<file path="src/rtl/demux_1x4_reg.sv">
// rtl/demux_1x4_reg.sv - registered 1-to-4 demux (3 channels + null drop) with one-entry pending buffer
module demux_1x4_reg #(
    parameter int BITS     = 12,                // data width of input and every channel
    parameter int CNT_BITS = 8                  // width of the saturating drop counter
) (
    input  logic                clk,            // rising-edge clock
    input  logic                rst,            // synchronous reset, active-high
    input  logic [BITS-1:0]     in_data,        // input word
    input  logic [1:0]          in_sel,         // 00/01/10 -> ch0/1/2, 11 -> drop
    input  logic                in_valid,       // input word valid
    output logic                in_ready,       // block can accept a word
    output logic [BITS-1:0]     out0_data,      // channel 0 word
    output logic [BITS-1:0]     out1_data,      // channel 1 word
    output logic [BITS-1:0]     out2_data,      // channel 2 word
    output logic [2:0]          out_valid,      // per-channel valid
    input  logic [2:0]          out_ready,      // per-channel ready
    output logic [CNT_BITS-1:0] drop_cnt        // saturating count of dropped words
);

    typedef enum logic {IDLE, STALL} state_t;

    state_t          state, state_nxt;
    logic [BITS-1:0] pend_data, pend_data_nxt;
    logic [1:0]      pend_sel, pend_sel_nxt;

    logic            accept;
    logic [2:0]      xfer;
    logic [2:0]      slot_free;
    logic [3:0]      in_oh;     // one-hot of in_sel, bit 3 is the null code
    logic [3:0]      pend_oh;   // one-hot of pend_sel
    logic [2:0]      wr;        // slot write enables for this edge
    logic [BITS-1:0] wr_data;
    logic            drop;

    assign in_ready  = (state == IDLE) && !rst;
    assign accept    = in_valid && in_ready;
    assign xfer      = out_valid & out_ready;
    // A slot draining this cycle can take a new word at the same edge.
    assign slot_free = ~out_valid | out_ready;
    assign in_oh     = 4'b0001 << in_sel;
    assign pend_oh   = 4'b0001 << pend_sel;

    always_comb begin
        state_nxt     = state;
        pend_data_nxt = pend_data;
        pend_sel_nxt  = pend_sel;
        wr            = 3'b000;
        wr_data       = in_data;
        drop          = 1'b0;
        case (state)
            IDLE: begin
                if (accept) begin
                    if (in_oh[3]) begin
                        drop = 1'b1;
                    end else if ((in_oh[2:0] & slot_free) != 3'b000) begin
                        wr = in_oh[2:0];
                    end else begin
                        pend_data_nxt = in_data;
                        pend_sel_nxt  = in_sel;
                        state_nxt     = STALL;
                    end
                end
            end
            STALL: begin
                // Pending word replaces the departing one, so valid stays high.
                if ((pend_oh[2:0] & xfer) != 3'b000) begin
                    wr        = pend_oh[2:0];
                    wr_data   = pend_data;
                    state_nxt = IDLE;
                end
            end
            default: state_nxt = IDLE;
        endcase
    end

    always_ff @(posedge clk) begin
        if (rst) begin
            state     <= IDLE;
            pend_data <= '0;
            pend_sel  <= 2'b00;
            out0_data <= '0;
            out1_data <= '0;
            out2_data <= '0;
            out_valid <= 3'b000;
            drop_cnt  <= '0;
        end else begin
            state     <= state_nxt;
            pend_data <= pend_data_nxt;
            pend_sel  <= pend_sel_nxt;
            if (wr[0]) out0_data <= wr_data;
            if (wr[1]) out1_data <= wr_data;
            if (wr[2]) out2_data <= wr_data;
            for (int k = 0; k < 3; k++) begin
                if (wr[k]) begin
                    out_valid[k] <= 1'b1;
                end else if (xfer[k]) begin
                    out_valid[k] <= 1'b0;
                end
            end
            if (drop && (drop_cnt != {CNT_BITS{1'b1}})) begin
                drop_cnt <= drop_cnt + {{(CNT_BITS-1){1'b0}}, 1'b1};
            end
        end
    end

endmodule

</file>
<file path="config.mk">
export PLATFORM = sky130hd
export DESIGN_NAME = demux_1x4_reg
export DESIGN_NICKNAME = d
export VERILOG_FILES = /design/src/rtl/demux_1x4_reg.sv
export SDC_FILE = /design/constraint.sdc
export NUM_CORES = 1
export LEC_CHECK = 0
export BUFFER_PORTS_ARGS = -buffer_cell sky130_fd_sc_hd__buf_4
export CORE_AREA = 2 2 89 69
export CTS_CLUSTER_DIAMETER = 40
export DETAILED_ROUTE_END_ITERATION = 10
export DIE_AREA = 0 0 91 71
export PLACE_DENSITY = 0.73
export SLEW_MARGIN = 10
export SYNTH_ARGS = -nofsm -noshare
export SYNTH_HDL_FRONTEND = slang
export SYNTH_SLANG_ARGS = --single-unit
</file>
<file path="constraint.sdc">
create_clock -name clk -period 1.6 [get_ports clk]
set_input_delay 0.16 -clock clk [delete_from_list [all_inputs] [get_ports clk]]
set_output_delay 0.16 -clock clk [all_outputs]
set_load 0.005 [all_outputs]
</file>
# Yosys cells after proc, flatten, opt, wreduce, memory -nomap -nowiden
# Index checks and enable logic that the tools add are counted.
[totals]
register_bits = 62
latch_bits = 0
ram_bits = 0
mem_bits_ro = 0
output_inout_bits = 48
n_memories = 0
[classes]
addsub = 1
n_mul = 0
n_div = 0
order_cmp = 0
n_eq_ne = 1
n_shift = 2
n_mux = 21
bitwise_logic = 8
n_reduce_logical = 10
[ops]
columns = ["cell", "count"]
rows = [
  ["$mux 12", 2],
  ["$mux 1", 13],
  ["$mux 3", 4],
  ["$and 3x3->3", 3],
  ["$add 8x1->8 const B", 1],
  ["$ne 8x8->1 const B", 1],
  ["$pmux 3 s2", 1],
  ["$reduce_bool 2->1", 3],
  ["$reduce_bool 3->1", 2],
  ["$reduce_and 4->1", 1],
  ["$shl 1x2->4 const A", 1],
  ["$logic_and 1x1->1", 3],
  ["$not 1->1", 3],
  ["$not 3->3", 1],
  ["$or 3x3->3", 1],
  ["$shl 1x2->3 const A", 1],
  ["$pmux 1 s2", 1],
  ["$logic_not 1->1", 1],
]

# Longest topological paths before layout
[depth]
depth_word = 9
mapped_depth = 6
mapped_depth_nobuf = 5

# Worst setup path before layout
# No wires, ideal clock.
[synth_timing]
kind = "register to register"
from = "register pend_sel[1]"
to = "register out1_data[3]"
t_arrival_ps = 1478
setup_slack_ps = -12
stages_incl_launch_ff = 6
path_buffers = 1
synth_period_minus_slack_ps = 1612
cell_sequence = "dfxtp_1 and4b_2 o31ai_4 buf_8 mux2i_1 a211oi_1"
[synth_via]
elab_chain_len = 5
word_cells_on_any_way = 7
[synth_lines]
columns = ["element", "line", "source"]
rows = [
  ["start, declared", "24", "logic [1:0] pend_sel, pend_sel_nxt;"],
  ["start signal, assigned", "89", "pend_sel <= pend_sel_nxt;"],
  ["$shl 1x2->3 (*)", "41", "assign pend_oh = 4'b0001 << pend_sel;"],
  ["$and 3x3->3", "66", "if ((pend_oh[2:0] & xfer) != 3'b000) begin"],
  ["$reduce_bool 3->1", "66", ""],
  ["$mux 3 or $mux 12 (tied branches)", "66", ""],
  ["$pmux 3 s2 or $mux 12 (tied branches)", "50", "case (state)"],
  ["end signal, assigned", "91", "if (wr[1]) out1_data <= wr_data;"],
  ["end, declared", "13", "output logic [BITS-1:0] out1_data,"],
]
# Mark *: on every way between the ends. The rest lies on a longest branch, timed or not.
# A chain may end at the register's enable or synchronous reset.

# Worst setup path after layout
[layout_timing]
from = "register pend_sel[1]"
to = "register out0_data[10]"
[layout_via]
elab_chain_len = 5
word_cells_on_any_way = 7
[layout_lines]
columns = ["element", "line", "source"]
rows = [
  ["$shl 1x2->3 (*)", "41", ""],
  ["$and 3x3->3", "66", ""],
  ["$reduce_bool 3->1", "66", ""],
  ["$mux 3 or $mux 12 (tied branches)", "66", ""],
  ["$pmux 3 s2 or $mux 12 (tied branches)", "50", ""],
  ["end signal, assigned", "90", "if (wr[0]) out0_data <= wr_data;"],
  ["end, declared", "12", "output logic [BITS-1:0] out0_data,"],
]
# Marks and branches as above.

==> results_dict.tcl <==
set metrics [dict create \
    outcome "complete, but fails checks" \
    violations "setup timing" \
    cp_top_family "compound AO/OA/AOI/OAI gates" \
    synth.area.top_cells "dfxtp_1 48%, a211oi_1 11%, mux2i_1 10%, nor2_1 7.6%, a21oi_1 1.8%" \
    critPathMaxStageDelay_ns 0.36 \
    min_period_ns 1.71 \
    postRouteAntennaNets 0 \
    drcViolationCount 0 \
    finalHoldViolCount 0 \
    final_net_count 375 \
    grt_antenna_before_repair 0 \
    leakage_nw 1.58 \
    antennaDiodeCount 0 \
    critPathSlowestCell "dfxtp_2" \
    clock-root-buffer "clkbuf_8" \
    gp_congestion 0.809 \
    start_kind "flop" \
    die_x_um 91 \
    cts_tree "yes" \
    fp.dieArea_um2 6460 \
    core-area_um2 5650 \
    grt_start_max_net_pins 46 \
    grt_use_total_pct 21.4 \
    multi_input_area_um2 1340 \
    syn_avg_cell_area_um2 9.83 \
    wl_per_cell_um 15.7 \
    layout_setup_ws_ns -0.107 \
    cts.sinks 62 \
    rsz0062_at_grt "yes" \
    drive_above_1_share_pct 42.3 \
    worst_pin_slew_ns 0.499 \
    grt_pass1_vias 2205 \
    port_buffers 67 \
    cp.depth 6 \
    vias 2330 \
    fillers 479 \
    clkLatencyLatePin_ns 0.34 \
    worst-path-max-fanout 6 \
    grt_first_pass_wirelength_mm 10.9 \
    grt_overflow 0 \
    criticalPathCategory "reg -> reg" \
    min_path_cells 3 \
    via_per_inst 5.33 \
    yosysWarnings 0 \
    htree_levels 3 \
    synthDistinctLibCells 45 \
    ir_drop_mv 0.462 \
    synth_commonest_cells "62 x dfxtp_1, 52 x nor2_1, 37 x a211oi_1" \
    cp.buffers_inverters 2 \
    yosysSeqAreaShare_pct 48.4 \
    required_ns 1.80 \
    start_util_pct 45.4 \
    drv_cap 0 \
    die_h_um 71 \
    cts_made_buffers 9 \
    clock_skew_ns 0.00879 \
    ys_seq_elements 62 \
    reg2reg_from "pend_sel[1]$_SDFFE_PP0P_" \
    hold_buffers 0 \
    yosys.area.top_type_share_pct 48.4 \
    place_ws_ns -0.106 \
    path_clk_slew_ns 0.07 \
    ios 68 \
    worstPathCellList "and4b_2, o31ai_4, buf_6, buf_12, mux2i_2, a211oi_1" \
    drt-pass1-iter-count 5 \
    synth.largest_area_cell "dfxtp_1" \
    syn_area_um2 2560 \
    critPathLaunch "pend_sel[1]$_SDFFE_PP0P_" \
    maxSlewViolCount 0 \
    finalCritPeriodShare_pct 107 \
    clock.fmax_ghz 0.586 \
    crit_arrival_ns 1.90 \
    areaGrowthSynthToFinish_pct 46.0 \
    setup_viol 36 \
    clockBufferDepth 2 \
    holdCritPathClass "in -> reg" \
    synth_async_sr_flop_share_pct 0 \
    syn-num-nets 282 \
    syn_inst 261 \
    cp-end-kind "flop" \
    fin_setup_tns_ns -2.45 \
    dp_hpwl_mm 4.52 \
    wl_mm 6.88 \
    ff_latch_area_um2 1250 \
    rows 24 \
    synth_flop_cell "dfxtp_1" \
    power_density_nw_per_um2 884 \
    relSlewSlack_pct 66.7 \
    drtIter0Drc 99 \
    synth_edf_count 0 \
    yosysMostFrequentCell "dfxtp_1" \
    min_from "in_data[6]" \
    r2r_cells 6 \
]
-- final timing paths --
check / to / slack [ns]
worst max-delay path: out0_data[10]$_SDFFE_PP0P_ / -0.11
worst min-delay path: pend_data[6]$_SDFFE_PP0P_ / 0.07
worst max register to register: out0_data[10]$_SDFFE_PP0P_ / -0.11
worst min register to register: pend_data[0]$_SDFFE_PP0P_ / 0.50
-- layout by cell type, fill, tap and decap left out, types with 2 or more instances in the layout --
master / netlist / routed
mux2i_1: 26 / 17
or4_1: 2 / 2
dfxtp_2: 0 / 6
nor4bb_1: 2 / 2
inv_1: 6 / 6
nand2_1: 3 / 3
o21ai_0: 3 / 3
buf_4: 2 / 91
mux2i_2: 0 / 6
or3_1: 2 / 2
a211oi_1: 37 / 28
clkinv_4: 0 / 2
nand4_1: 2 / 2
o31ai_1: 3 / 3
buf_12: 0 / 5
nand2b_1: 3 / 3
nor3_1: 3 / 3
a211oi_2: 1 / 10
nor2_1: 52 / 52
nand3_1: 4 / 3
a32o_1: 2 / 2
mux2i_4: 0 / 3
clkbuf_8: 0 / 10
a21oi_1: 9 / 8
dfxtp_1: 62 / 56
-- layout make-up --
cell class / instances / area share (%)
well taps: 78 / 2.61
clock buffers: 10 / 3.68
flip-flops and latches: 62 / 33.4
clock inverters: 6 / 1.84
multi-input cells: 176 / 35.7
inverters: 6 / 0.602
repair buffers: 99 / 22.3
-- flip-flops by register name, summed over array words and instances, names as in the netlist --
| name | cells |
|---|---|
| state | 1 |
| out2_data | 12 |
| out_valid | 3 |
| pend_data | 12 |
| drop_cnt | 8 |
| out0_data | 12 |
| pend_sel | 2 |
| out1_data | 12 |
-- report_power, final --
group | total, mW | internal [mW] | switching [mW]
registers | 1.60 | 1.58 | 0.0226
logic | 0.305 | 0.155 | 0.149
clock network | 1.40 | 0.769 | 0.635
-- tightest hold or removal path, delay by kind of cell --
kind,cells,cell delay (ns)
simple gates,1,0.07
mux,1,0.06
buf+inv,1,0.08
-- logic make-up after synthesis --
group | synth area share [%]
DFF | 48.4
adders and majority gates | 0.488
buffers and inverters | 4.73
and+or+nand+nor | 18.2
muxes | 10.1
xor gates and xnor gates | 0.342
AOI/OAI and AO/OA | 17.7
-- metrics by stage --
step	utilization, %	power [mW]	cell area [um2]	instances	hold WS [ns]
global placement	59.0	1.91	3330	415	0.404
CTS	65.0	3.34	3670	433	0.0561
finish	66.3	3.31	3740	437	0.0678
global route	66.3	3.43	3740	437	0.0697
floorplan	-	1.75	2570	261	0.304
detailed placement	59.0	1.91	3330	415	0.412
-- layer usage --
metal | global-route usage (%) | up-vias | routed length, um
li1 | - | 1138 | -
met1 | 29.5 | 1099 | 3250
met2 | 31.9 | 83 | 3110
met3 | 6.71 | 10 | 430
met4 | 7.24 | 0 | 85
met5 | 0 | - | 0
-- repair_timing --
item                                    in CTS  in global routing
gates resized for setup                     22                 12
endpoints found under the setup margin      36                 40
cloned                                       1                  1
pin swaps                                    4                  9
setup buffers                                1                  3
Power figures use the tool's default switching activity.
